--- src/rtl/bcd_pkg.sv ---
// Shared BCD types and helpers for the packed-BCD incrementor.
// Digits are 4-bit nibbles holding 0-9; codes A-F are treated as invalid.
package bcd_pkg;

    localparam int         BCD_DIGIT_W = 4;
    localparam logic [3:0] BCD_MAX     = 4'd9;

    typedef logic [BCD_DIGIT_W-1:0] bcd_digit_t;

    function automatic logic is_valid_digit(input bcd_digit_t d);
        return (d <= BCD_MAX);
    endfunction

endpackage

--- src/rtl/bcd_digit_inc.sv ---
// Combinational single-digit BCD incrementer, one link of the ripple chain.
// Any digit at or above 9 (including codes A-F) rolls to 0 when a carry arrives.
module bcd_digit_inc
    import bcd_pkg::*;
(
    input  bcd_digit_t digit,
    input  logic       carry_in,
    output bcd_digit_t digit_out,
    output logic       carry_out,
    output logic       invalid
);

    logic at_top;

    assign at_top  = (digit >= BCD_MAX);
    assign invalid = !is_valid_digit(digit);

    always_comb begin
        digit_out = digit;
        carry_out = 1'b0;
        if (carry_in) begin
            if (at_top) begin
                digit_out = '0;
                carry_out = 1'b1;
            end else begin
                digit_out = digit + bcd_digit_t'(1);
            end
        end
    end

endmodule

--- src/rtl/bcd_incrementor.sv ---
// Registered packed-BCD +1 stage with decimal carry and wrap flag, 1-cycle latency.
// Optional macro BCD_CHECK_EN: invalid digits pass the operand through and raise err.
module bcd_incrementor
    import bcd_pkg::*;
#(
    parameter int NUM_DIGITS = 3
) (
    input  logic                              clk,
    input  logic                              rst_n,
    input  logic                              in_valid,
    input  logic [BCD_DIGIT_W*NUM_DIGITS-1:0] in_bcd,
    output logic                              out_valid,
    output logic [BCD_DIGIT_W*NUM_DIGITS-1:0] out_bcd,
    output logic                              carry_out,
    output logic                              err
);

    localparam int W = BCD_DIGIT_W * NUM_DIGITS;

    logic [NUM_DIGITS:0]   carry_chain;
    logic [W-1:0]          inc_bcd;
    logic [NUM_DIGITS-1:0] digit_invalid;
    logic                  any_invalid;

    logic                  out_valid_reg;
    logic [W-1:0]          out_bcd_reg;
    logic                  carry_reg;
    logic                  err_reg;

    logic [W-1:0]          out_bcd_next;
    logic                  carry_next;
    logic                  err_next;

    // Digit 0 always receives the +1.
    assign carry_chain[0] = 1'b1;

    generate
        for (genvar gi = 0; gi < NUM_DIGITS; gi++) begin : g_digit
            bcd_digit_inc u_digit (
                .digit     (in_bcd[gi*BCD_DIGIT_W +: BCD_DIGIT_W]),
                .carry_in  (carry_chain[gi]),
                .digit_out (inc_bcd[gi*BCD_DIGIT_W +: BCD_DIGIT_W]),
                .carry_out (carry_chain[gi+1]),
                .invalid   (digit_invalid[gi])
            );
        end
    endgenerate

    assign any_invalid = |digit_invalid;

`ifdef BCD_CHECK_EN
    always_comb begin
        out_bcd_next = inc_bcd;
        carry_next   = carry_chain[NUM_DIGITS];
        err_next     = 1'b0;
        if (any_invalid) begin
            out_bcd_next = in_bcd;
            carry_next   = 1'b0;
            err_next     = 1'b1;
        end
    end
`else
    // Without checking, invalid digits simply follow the >=9 roll-over rule.
    logic invalid_unused;
    assign invalid_unused = any_invalid;

    always_comb begin
        out_bcd_next = inc_bcd;
        carry_next   = carry_chain[NUM_DIGITS];
        err_next     = 1'b0;
    end
`endif

    always_ff @(posedge clk or negedge rst_n) begin
        if (!rst_n) begin
            out_valid_reg <= 1'b0;
            out_bcd_reg   <= '0;
            carry_reg     <= 1'b0;
            err_reg       <= 1'b0;
        end else begin
            out_valid_reg <= in_valid;
            if (in_valid) begin
                out_bcd_reg <= out_bcd_next;
                carry_reg   <= carry_next;
                err_reg     <= err_next;
            end
        end
    end

    assign out_valid = out_valid_reg;
    assign out_bcd   = out_bcd_reg;
    assign carry_out = carry_reg;
    assign err       = err_reg;

endmodule

--- config.mk ---
export PLATFORM = sky130hd
export DESIGN_NAME = bcd_incrementor
export DESIGN_NICKNAME = d
export VERILOG_FILES = /design/src/rtl/bcd_pkg.sv /design/src/rtl/bcd_digit_inc.sv /design/src/rtl/bcd_incrementor.sv
export SDC_FILE = /design/constraint.sdc
export NUM_CORES = 1
export LEC_CHECK = 0
export ABC_AREA = 1
export BUFFER_PORTS_ARGS = -buffer_cell sky130_fd_sc_hd__buf_2
export CAP_MARGIN = 20
export CORE_MARGIN = 3
export CORE_UTILIZATION = 44
export DETAILED_ROUTE_END_ITERATION = 8
export PLACE_DENSITY = 0.73
export SLEW_MARGIN = 15
export SYNTH_ARGS = -nofsm -noshare
export SYNTH_HDL_FRONTEND = slang
export SYNTH_SLANG_ARGS = --single-unit
--- constraint.sdc ---
create_clock -name clk -period 0.8 [get_ports clk]
set_input_delay 0.16 -clock clk [delete_from_list [all_inputs] [get_ports clk]]
set_output_delay 0.16 -clock clk [all_outputs]
set_load 0.005 [all_outputs]
* After elaboration in Yosys (flattened, before gate mapping)
Cells that the tools add are included.
** Storage, ports and cells
- Bits in registers :: 14
- Input bits :: 15
- Output and inout bits :: 15
- Word-level logic and storage cells :: 19
** Operators by class
- Add/sub/neg operators :: 3
- $lt $le $gt $ge :: 3
- Muxes and demuxes :: 10
** Operator list (number)
- $mux W4 :: 5
- $add A4 B1 Y4 const B :: 3
- $ge A4 B4 Y1 const B :: 3
- $mux W1 :: 5

* Depth between registers and ports, before layout
- Depth after elaboration :: 4
- Gate-level depth with buffers :: 11
- Mapped depth without buffers :: 11

* Hierarchy
A second synthesis with hierarchy kept.
** Second synthesis, totals
- Cell total of the unflattened synthesis :: 167
- Area total of the unflattened synthesis :: 1123.6 um^2
** Modules (own cells, without submodules)
- bcd_digit_inc :: instances 3, cells an instance 36, area each 196.4 um^2, seq. area each 0.0 um^2
- bcd_incrementor :: instances 1, cells an instance 59, area each 534.3 um^2, seq. area each 350.3 um^2

* Worst setup path before layout
OpenSTA, ideal clock, no wires.
- Path type :: input to register
- Start point :: input port in_bcd[1]
- End point :: register out_bcd_reg[8] (netlist: out_bcd[8])
- Setup time :: 0.117 ns
- Arrival time :: 0.892 ns
- Data required time :: 0.683 ns
- Slack :: -0.209 ns
- Cell stages on the path :: 9
- Path buffers :: 0
- Path through :: inv_1 -> ha_1 -> inv_1 -> o21ai_1 -> nand2_2 -> nand2_4 -> nand2_1 -> nand3_1 -> nand2_1
** On the way
- Longest elaborated chain between the ends :: 4
** RTL lines
- start, declared :: line bcd_incrementor.sv:11 : input logic [BCD_DIGIT_W*NUM_DIGITS-1:0] in_bcd,
- $ge A4 B4 Y1 :: line bcd_digit_inc.sv:15 : assign at_top = (digit >= BCD_MAX);
- $mux W1 :: line bcd_digit_inc.sv:22 : if (at_top) begin
- $mux W1 :: line bcd_digit_inc.sv:21 : if (carry_in) begin
- $mux W4 :: line bcd_digit_inc.sv:21
- end signal, assigned :: line bcd_incrementor.sv:83 : out_bcd_reg <= out_bcd_next;
- end, declared :: line bcd_incrementor.sv:26 : logic [W-1:0] out_bcd_reg;
No other way between the ends.
A chain may end at the register's enable or synchronous reset.

* Worst setup path after layout
- Start point :: register out_bcd_reg[5] (netlist: out_bcd[5])
- End point :: output port out_bcd[5]
** RTL lines
- end, declared :: line bcd_incrementor.sv:13 : output logic [BCD_DIGIT_W*NUM_DIGITS-1:0] out_bcd,
No word-level cell between the ends.

==> out/metrics.cfg <==
[run]
maxCapViolCount=0

[synthesis]
syn_avg_cell_area_sq_um=7.73
synthCells=120
yosysTopAreaCell=dfrtp_1
ys_seq_elements=14
post-synth-top-count-cell=nand2_1
syn_nets=144
synth.cell_area_sq_um=927
synth.area.top_cells=dfrtp_1 (38%), nand2_1 (18%), ha_1 (12%)
synth.distinct_cells=25
yosysTopAreaCellShare_pct=37.8
async_reset_ff_share_pct=100
synth-edff-count=0
yosys-top-cells-count=nand2_1 (44), dfrtp_1 (14), inv_1 (13)
ys_seq_area_share_pct=37.8
ys_warn_count=0
ys.flop_type=dfrtp_1

[routing]
via_per_inst=5.07
wire_per_inst_um=13.3
drtPass1Iterations=4
drtIter0Drc=15
routed_wl_um=2700
ant_nets=0
drcViolationCount=0
vias=1029

[finish]
n_fill_cell=108
fin_nets=203
finalNonFillerCells=203
final_util_pct=83.8
largest_reg_flops=12
antenna_cells=0
areaGrowthSynthToFinish_pct=67.9
layout-drive-gt1-share_pct=53.4

[global_routing]
overflow=0
grt_util_all_layers_pct=21.9
grt_max_degree=15
antenna_found_initial=0
grt_pass1_wl_um=4370
grt_pass1_vias=1009

[placed_design]
place_ws_ns=-0.435
io_buffers=28
dp.cells=187
place_hpwl_um=1770
gp_congestion=0.803

[worst_setup_path]
path_depth=1
cp-end-kind=output pin
r2r_cells=4
path_class=flip-flop to output pin
cp_cell_sequence=buf_2
critPathMaxFanout=2
worstPathRequired_ns=0.64
reg2reg_from=out_bcd[8]
slowest_stage=dfrtp_1
endpoint=out_bcd[5]
crit_family=flip-flops
worstSetupStartpoint=out_bcd[5]
start_kind=flip-flop
reg2reg_slack_ns=-0.05
max_stage_delay_ns=0.40
worstReg2RegEnd=out_bcd[8]
arrival_ns=0.81
cp.buffers_inverters=1

[outcome]
violations=setup timing
outcome=complete, but fails checks

[power_and_ir_drop]
leakagePower_uw=0.000843
irDropWorstVdd_uv=976
power.density_mw_per_mm2=1320

[timing]
rsz0062_at_grt=yes
finalSetupTns_ns=-2.43
skew_ns=0
drv_slew=0
fin_ws_ns=-0.173
fin_crit_sh_pct=122
setup_viol=21
fmax_ghz=1.03
whs_ns=0.176
hold_viol_final=0
min_period_ns=0.973

[floorplan]
core_region_area_sq_mm=0.00186
design.die.area_sq_mm=0.00269
die_y_um=51.9
die_x_um=51.9
initial_core_util_pct=49.9
io_pins=30
rows=15

[cts]
cts_max_path_buffers=2
clock_latency_ns=0.28
clockRootBuffer=clkbuf_4
cts.sink_count=14
h-tree-depth=1
clkTransAtPathRegs_ns=0.09
cts_tree=done
cts_buffers=3

[hold_path]
hold_path_class=input pin to flip-flop

cell type report:
class	count	area, sq um	share of cell area (%)
sequential	14	350	22.5
inverter	15	78.8	5.06
clock buffer	4	36.3	2.33
tap	25	31.3	2.01
multi-input combinational	88	624	40.1
timing repair buffer	57	435	28.0
what timing repair did:
| item | in CTS | in global routing |
|---|---|---|
| gates resized for setup | 20 | 15 |
| setup buffers | 5 | 6 |
| setup endpoints to repair | 26 | 23 |
| pin swaps | 16 | 11 |
| endpoints found under the hold margin | 14 | 0 |
| hold buffers | 1 | 0 |
metal layers:
metal / wire length [um] / vias to the layer above / global-route usage (%)
met5: 0 / - / 0
met4: 40 / 0 / 7.86
met3: 153 / 6 / 3.72
met2: 1410 / 55 / 41.4
met1: 1090 / 476 / 23.8
li1: - / 492 / -
through the flow:
stage               cell area, sq um  power (uW)
floorplan                        997        1090
global placement                1300        1350
detailed placement              1300        1370
CTS                             1470        1970
global route                    1560        2170
finish                          1560        2050
power breakdown:
| group | leakage [uW] | total [uW] | internal, uW | switching, uW |
|---|---|---|---|---|
| clock network | 0.0000210 | 524 | 277 | 247 |
| registers | 0.000175 | 816 | 781 | 35.5 |
| logic | 0.000647 | 708 | 368 | 340 |
how the worst min path moves through the flow:
stage / from / end / slack (ns) / cells past startpoint
3_5_place_dp: rst_n / carry_out / 0.07 / 1
4_1_cts: in_valid / out_valid / 0.17 / 2
6_report: in_valid / out_valid / 0.18 / 2
3_3_place_gp: rst_n / out_bcd[11] / 0.06 / 1
5_1_grt: in_valid / out_valid / 0.17 / 2
2_1_floorplan: rst_n / carry_out / -0.14 / 0
logic make-up after synthesis:
group | synth area share, %
AOI/OAI and AO/OA | 5.53
adders and majority gates | 12.1
DFF | 37.8
buffers and inverters | 8.23
other | 0.404
xor gates and xnor gates | 1.89
and+or+nand+nor | 34.0
layout by cell type (no fill, tap or decap):
master | synthesis | layout
nand2_1 | 44 | 39
buf_4 | 2 | 27
buf_2 | 1 | 22
dfrtp_1 | 14 | 14
nand2_2 | 4 | 6
inv_1 | 13 | 6
inv_2 | 2 | 5
nand2_4 | 2 | 5
o21ai_1 | 5 | 5
nand3_1 | 6 | 4
ha_4 | 0 | 4
ha_1 | 9 | 3
clkbuf_4 | 0 | 3
buf_12 | 0 | 3
inv_4 | 0 | 2
nand3b_1 | 2 | 2
nor2_4 | 1 | 2
nor2_1 | 3 | 2
nand4_1 | 2 | 2
nand3_2 | 0 | 2
ha_2 | 0 | 2
buf_6 | 0 | 2
buf_8 | 0 | 2
inv_6 | 0 | 1
inv_12 | 0 | 1
o21ai_2 | 0 | 1
a21oi_4 | 0 | 1
nor2_2 | 1 | 1
nand3b_4 | 0 | 1
nor3_1 | 1 | 1
o211ai_1 | 1 | 1
a21oi_2 | 1 | 1
xor2_1 | 1 | 1
xnor2_1 | 1 | 1
conb_1 | 1 | 1
clkbuf_8 | 0 | 1
dlygate4sd3_1 | 0 | 1
Note: power is estimated with default switching activity, not from simulation.
